===== src/rtl/mips_pkg.sv =====
// Shared fetch-path definitions: default widths, reset vector, PC step and
// the state/select encodings used by the fetch unit and its PC register.
package mips_pkg;

   localparam int unsigned WIDTH_MEM = 32;
   localparam logic [31:0] RESET_PC  = 32'h0000_0000;
   localparam int unsigned PC_INC    = 32'd4;

   typedef enum logic [1:0] {
      ST_IDLE    = 2'd0,
      ST_REQ     = 2'd1,
      ST_DISCARD = 2'd2,
      ST_HOLD    = 2'd3
   } fetch_state_t;

   typedef enum logic [1:0] {
      PC_SEL_KEEP = 2'd0,
      PC_SEL_INC  = 2'd1,
      PC_SEL_LOAD = 2'd2
   } pc_sel_t;

endpackage


===== src/rtl/pc_reg.sv =====
// Fetch PC register: holds the address being requested and selects between
// keep, step-from-delivered-PC and redirect load.
module pc_reg #(
   parameter int unsigned          WIDTH_MEM = mips_pkg::WIDTH_MEM,
   parameter logic [WIDTH_MEM-1:0] RESET_PC  = WIDTH_MEM'(mips_pkg::RESET_PC)
) (
   input  logic                 i_clk,
   input  logic                 i_rst,
   input  mips_pkg::pc_sel_t    pc_sel,
   input  logic [WIDTH_MEM-1:0] inc_base,
   input  logic [WIDTH_MEM-1:0] load_addr,
   output logic [WIDTH_MEM-1:0] pc
);
   import mips_pkg::*;

   logic [WIDTH_MEM-1:0] pc_r;
   logic [WIDTH_MEM-1:0] pc_nxt_s;

   // Next-PC select; the increment wraps naturally at the top of the address space
   always_comb begin
      pc_nxt_s = pc_r;
      case (pc_sel)
         PC_SEL_KEEP: pc_nxt_s = pc_r;
         PC_SEL_INC:  pc_nxt_s = inc_base + WIDTH_MEM'(PC_INC);
         PC_SEL_LOAD: pc_nxt_s = load_addr & ~(WIDTH_MEM'(2'd3));
         default:     pc_nxt_s = pc_r;
      endcase
   end

   // PC state register
   always_ff @(posedge i_clk or posedge i_rst) begin
      if (i_rst) begin
         pc_r <= RESET_PC;
      end else begin
         pc_r <= pc_nxt_s;
      end
   end

   assign pc = pc_r;

endmodule


===== src/rtl/pc_fetch_unit.sv =====
// Single-outstanding instruction fetch unit: requests one word at a time,
// holds it until the consumer takes it, and handles redirects mid-flight.
module pc_fetch_unit #(
   parameter int unsigned          WIDTH_MEM = mips_pkg::WIDTH_MEM,
   parameter logic [WIDTH_MEM-1:0] RESET_PC  = WIDTH_MEM'(mips_pkg::RESET_PC)
) (
   input  logic                 i_clk,
   input  logic                 i_rst,
   input  logic                 i_branch_taken,
   input  logic [WIDTH_MEM-1:0] i_branch_target,
   input  logic                 i_stall,
   output logic                 o_imem_req,
   output logic [WIDTH_MEM-1:0] o_imem_addr,
   input  logic                 i_imem_ack,
   input  logic [WIDTH_MEM-1:0] i_imem_rdata,
   output logic [WIDTH_MEM-1:0] o_instr,
   output logic                 o_instr_valid,
   output logic [WIDTH_MEM-1:0] o_pc,
   output logic [WIDTH_MEM-1:0] o_pc_plus4
);
   import mips_pkg::*;

   fetch_state_t         state_r, state_nxt_s;
   pc_sel_t              pc_sel_s;
   logic [WIDTH_MEM-1:0] fetch_pc_s;
   logic [WIDTH_MEM-1:0] load_addr_s;
   logic [WIDTH_MEM-1:0] tgt_aligned_s;
   logic [WIDTH_MEM-1:0] redir_r, redir_nxt_s;
   logic [WIDTH_MEM-1:0] instr_r, instr_nxt_s;
   logic [WIDTH_MEM-1:0] pc_r, pc_nxt_s;
   logic                 valid_r, valid_nxt_s;
   logic                 req_r, req_nxt_s;

   assign tgt_aligned_s = i_branch_target & ~(WIDTH_MEM'(2'd3));

   pc_reg #(
      .WIDTH_MEM (WIDTH_MEM),
      .RESET_PC  (RESET_PC)
   ) u_pc_reg (
      .i_clk     (i_clk),
      .i_rst     (i_rst),
      .pc_sel    (pc_sel_s),
      .inc_base  (pc_r),
      .load_addr (load_addr_s),
      .pc        (fetch_pc_s)
   );

   // Next-state, PC select and output-register updates
   always_comb begin
      state_nxt_s = state_r;
      pc_sel_s    = PC_SEL_KEEP;
      load_addr_s = tgt_aligned_s;
      redir_nxt_s = redir_r;
      instr_nxt_s = instr_r;
      pc_nxt_s    = pc_r;
      valid_nxt_s = valid_r;
      case (state_r)
         ST_IDLE: begin
            state_nxt_s = ST_REQ;
         end
         ST_REQ: begin
            if (i_imem_ack) begin
               if (i_branch_taken) begin
                  pc_sel_s    = PC_SEL_LOAD;
                  state_nxt_s = ST_REQ;
               end else begin
                  instr_nxt_s = i_imem_rdata;
                  pc_nxt_s    = fetch_pc_s;
                  valid_nxt_s = 1'b1;
                  state_nxt_s = ST_HOLD;
               end
            end else if (i_branch_taken) begin
               // the request in flight must complete at its original address
               redir_nxt_s = tgt_aligned_s;
               state_nxt_s = ST_DISCARD;
            end else begin
               state_nxt_s = ST_REQ;
            end
         end
         ST_DISCARD: begin
            if (i_imem_ack) begin
               pc_sel_s    = PC_SEL_LOAD;
               load_addr_s = i_branch_taken ? tgt_aligned_s : redir_r;
               state_nxt_s = ST_REQ;
            end else if (i_branch_taken) begin
               redir_nxt_s = tgt_aligned_s;
               state_nxt_s = ST_DISCARD;
            end else begin
               state_nxt_s = ST_DISCARD;
            end
         end
         ST_HOLD: begin
            if (i_branch_taken) begin
               valid_nxt_s = 1'b0;
               pc_sel_s    = PC_SEL_LOAD;
               state_nxt_s = ST_REQ;
            end else if (valid_r && !i_stall) begin
               valid_nxt_s = 1'b0;
               pc_sel_s    = PC_SEL_INC;
               state_nxt_s = ST_REQ;
            end else begin
               state_nxt_s = ST_HOLD;
            end
         end
         default: begin
            state_nxt_s = ST_IDLE;
         end
      endcase
   end

   // Request line is registered from the next state so it is glitch-free
   always_comb begin
      req_nxt_s = (state_nxt_s == ST_REQ) || (state_nxt_s == ST_DISCARD);
   end

   // FSM and output registers
   always_ff @(posedge i_clk or posedge i_rst) begin
      if (i_rst) begin
         state_r <= ST_IDLE;
         redir_r <= '0;
         instr_r <= '0;
         pc_r    <= RESET_PC;
         valid_r <= 1'b0;
         req_r   <= 1'b0;
      end else begin
         state_r <= state_nxt_s;
         redir_r <= redir_nxt_s;
         instr_r <= instr_nxt_s;
         pc_r    <= pc_nxt_s;
         valid_r <= valid_nxt_s;
         req_r   <= req_nxt_s;
      end
   end

   assign o_imem_req    = req_r;
   assign o_imem_addr   = fetch_pc_s;
   assign o_instr       = instr_r;
   assign o_instr_valid = valid_r;
   assign o_pc          = pc_r;
   assign o_pc_plus4    = pc_r + WIDTH_MEM'(PC_INC);

endmodule


===== config.mk =====
export PLATFORM = sky130hd
export DESIGN_NAME = pc_fetch_unit
export DESIGN_NICKNAME = d
export VERILOG_FILES = /design/src/rtl/mips_pkg.sv /design/src/rtl/pc_reg.sv /design/src/rtl/pc_fetch_unit.sv
export SDC_FILE = /design/constraint.sdc
export NUM_CORES = 1
export LEC_CHECK = 0
export ABC_AREA = 1
export BUFFER_PORTS_ARGS = -buffer_cell sky130_fd_sc_hd__buf_2
export CAP_MARGIN = 20
export CORE_MARGIN = 3
export CORE_UTILIZATION = 49
export CTS_CLUSTER_DIAMETER = 30
export DETAILED_ROUTE_END_ITERATION = 7
export GPL_ROUTABILITY_DRIVEN = 0
export PLACE_DENSITY = 0.78
export SLEW_MARGIN = 20
export SYNTH_ARGS = -nofsm -noshare
export SYNTH_HDL_FRONTEND = slang
export SYNTH_HIERARCHICAL = 1
export SYNTH_SLANG_ARGS = --single-unit

===== constraint.sdc =====
create_clock -name i_clk -period 2.93 [get_ports i_clk]
set_input_delay 0.4395 -clock i_clk [delete_from_list [all_inputs] [get_ports i_clk]]
set_output_delay 0.4395 -clock i_clk [all_outputs]
set_load 0.01 [all_outputs]

==> results_dict.tcl <==
set metrics [dict create \
    firstDrtPassIters 5 \
    clock-sinks 130 \
    finalNetCount 1243 \
    final_hold_viol_count 0 \
    layout_min_cycle_time_ps 2520 \
    worstPathRequired_ps 2490 \
    timing.reg2reg.worst_path_depth 11 \
    synth_area_per_cell_um2 7.73 \
    cap_viol_max_count 0 \
    grt_pass1_wl_um 32800 \
    r2r_start "state_r[0]$_DFF_PP0_" \
    crit_slowest_cell "dfrtp_1" \
    grt_overflow 0 \
    cts_hold_buf 0 \
    postCtsResizedCells 0 \
    place_ws_ps 750 \
    path_clk_slew_ps 60 \
    netlist_area_um2 7520 \
    dp_hpwl_um 15200 \
    synthCells 972 \
    cts_root_buf "clkbuf_16" \
    numCtsBuffers 17 \
    std_cell_rows 44 \
    rr_endpoint "u_pc_reg/pc[9]$_DFFE_PP0P_" \
    cts_setup_buffers 0 \
    crit_chain "ha_1 > nand3_1 > nor2_2 > nand3_1 > xor2_1 > buf_2" \
    die_y_um 130 \
    start_util 0.509 \
    die_w_um 130 \
    vias 7111 \
    slew_viol_final 0 \
    layout-drive-gt1-share 0.274 \
    critPathMaxStageDelay_ps 500 \
    setup_violations 0 \
    setup_slack_ps 415 \
    antenna_found_initial 3 \
    hold_path.class "input port to asynchronous set/reset pin" \
    viasPerCell 5.22 \
    cp.depth 6 \
    fin_setup_tns_ps 0 \
    avgRoutedWirePerCell_um 15.0 \
    fin_skew_ps 4.13 \
    worstSetupEndpointType "output pin" \
    startpoint_type "register" \
    clock_latency_ps 420 \
    critical_path_class "register to output pin" \
    n_fill_cell 1303 \
    ios 199 \
    yosys_warnings 6 \
    die-area_um2 16900 \
    port_buffers 196 \
    cp.arrival_ps 2080 \
    drc_errors 0 \
    h-tree-depth 4 \
    p_leak_nw 4.95 \
    cts_max_path_buffers 2 \
    p_per_area_nw_per_um2 1150 \
    cp_top_family "simple AND/OR/NAND/NOR gates" \
    grt_pass1_vias 6786 \
    cpMostUsedCell "nand3_1" \
    worst_pin_slew_ps 660 \
    fmax_mhz 398 \
    crit_start "o_pc[3]$_DFFE_PP0P_" \
    syn_nets 1051 \
    r2r_slack_ps 740 \
    postRouteWirelength_um 20400 \
    track_usage 0.249 \
    ir_drop_v 0.000576 \
    grt_max_degree 74 \
    drtIter0Drc 538 \
    areaGrowthSynthToFinish_pct 22.9 \
    status "complete, no violations" \
    ant_nets 0 \
    critical_path.max_fanout 7 \
    rsz0062_at_grt "false" \
    core_area_um2 14800 \
    cts_tree "done" \
    min_period_over_period 0.858 \
    worst-path-buf-inv 1 \
    slew_headroom 0.560 \
    cp-endpoint "o_pc_plus4[16]" \
]
==> power by group <==
part           switching, mW  internal [mW]
registers              0.967           2.65
logic                   2.88           1.89
clock network          0.768           1.46
total                   4.62           6.01
==> worst min path at each step <==
stage / cells past startpoint / from / slack, ps / to
after floorplan: 2 / redir_r[10]$_DFFE_PP0P_ / 450 / redir_r[10]$_DFFE_PP0P_
after global placement: 2 / redir_r[24]$_DFFE_PP0P_ / 470 / redir_r[24]$_DFFE_PP0P_
after detailed placement: 2 / redir_r[22]$_DFFE_PP0P_ / 470 / redir_r[22]$_DFFE_PP0P_
after CTS: 2 / i_rst / 110 / redir_r[29]$_DFFE_PP0P_
after global routing: 2 / i_rst / 160 / o_pc[31]$_DFFE_PP0P_
final: 2 / i_rst / 110 / redir_r[29]$_DFFE_PP0P_
==> layout by cell type, fill, tap and decap left out, types with 3 or more instances in the layout <==
master and count:
nand2_1 267, buf_2 196, nor2_1 139, dfrtp_1 130, inv_1 98, a21oi_1 79, nand3_1 55, mux2_2 46
o21ai_0 41, clkbuf_16 17, xor2_1 12, nand2_2 11, nor2_2 10, ha_1 10, nor2_4 9, xnor2_1 8
buf_4 8, o21bai_1 6, clkinv_2 4, bufinv_16 4, nand2_4 3, clkbuf_1 3, nor2_8 3
==> metrics by stage <==
step           power (mW)  instance area, um2  hold WS (ps)  instances  utilization
6_report             10.6                9240           110       1362        0.626
5_1_grt              11.5                9240           156       1361        0.626
4_1_cts              10.7                9240           112       1361        0.626
3_5_place_dp         8.37                8620           474       1329        0.584
3_3_place_gp         8.23                8620           466       1329        0.584
2_1_floorplan        6.62                7520           454        972            -
==> metal layers <==
metal / track usage / wire, um / vias to the layer above
li1: - / - / 3471
met1: 0.319 / 8520 / 3263
met2: 0.392 / 9240 / 324
met3: 0.0851 / 2080 / 47
met4: 0.0947 / 533 / 6
met5: 0 / 35 / -
==> worst register-to-register path, cell delays in order (launching register included) <==
cell and delay, ps:
dfrtp_1 370, inv_1 70, ha_1 250, nand2_1 130, o211ai_1 110, nand2_1 70, inv_1 40, ha_1 290
clkinv_1 260, buf_4 320, nor2_1 110, a21oi_1 50
==> cell type report <==
class	count	area, um2	area share
multi-input combinational	708	3670	0.397
clock inverter	10	156	0.0169
timing repair buffer	206	1080	0.117
inverter	101	383	0.0414
sequential	130	3250	0.352
antenna	1	2.50	0.000271
clock buffer	22	464	0.0502
tap	184	230	0.0249
Power figures use the tool's default switching activity.
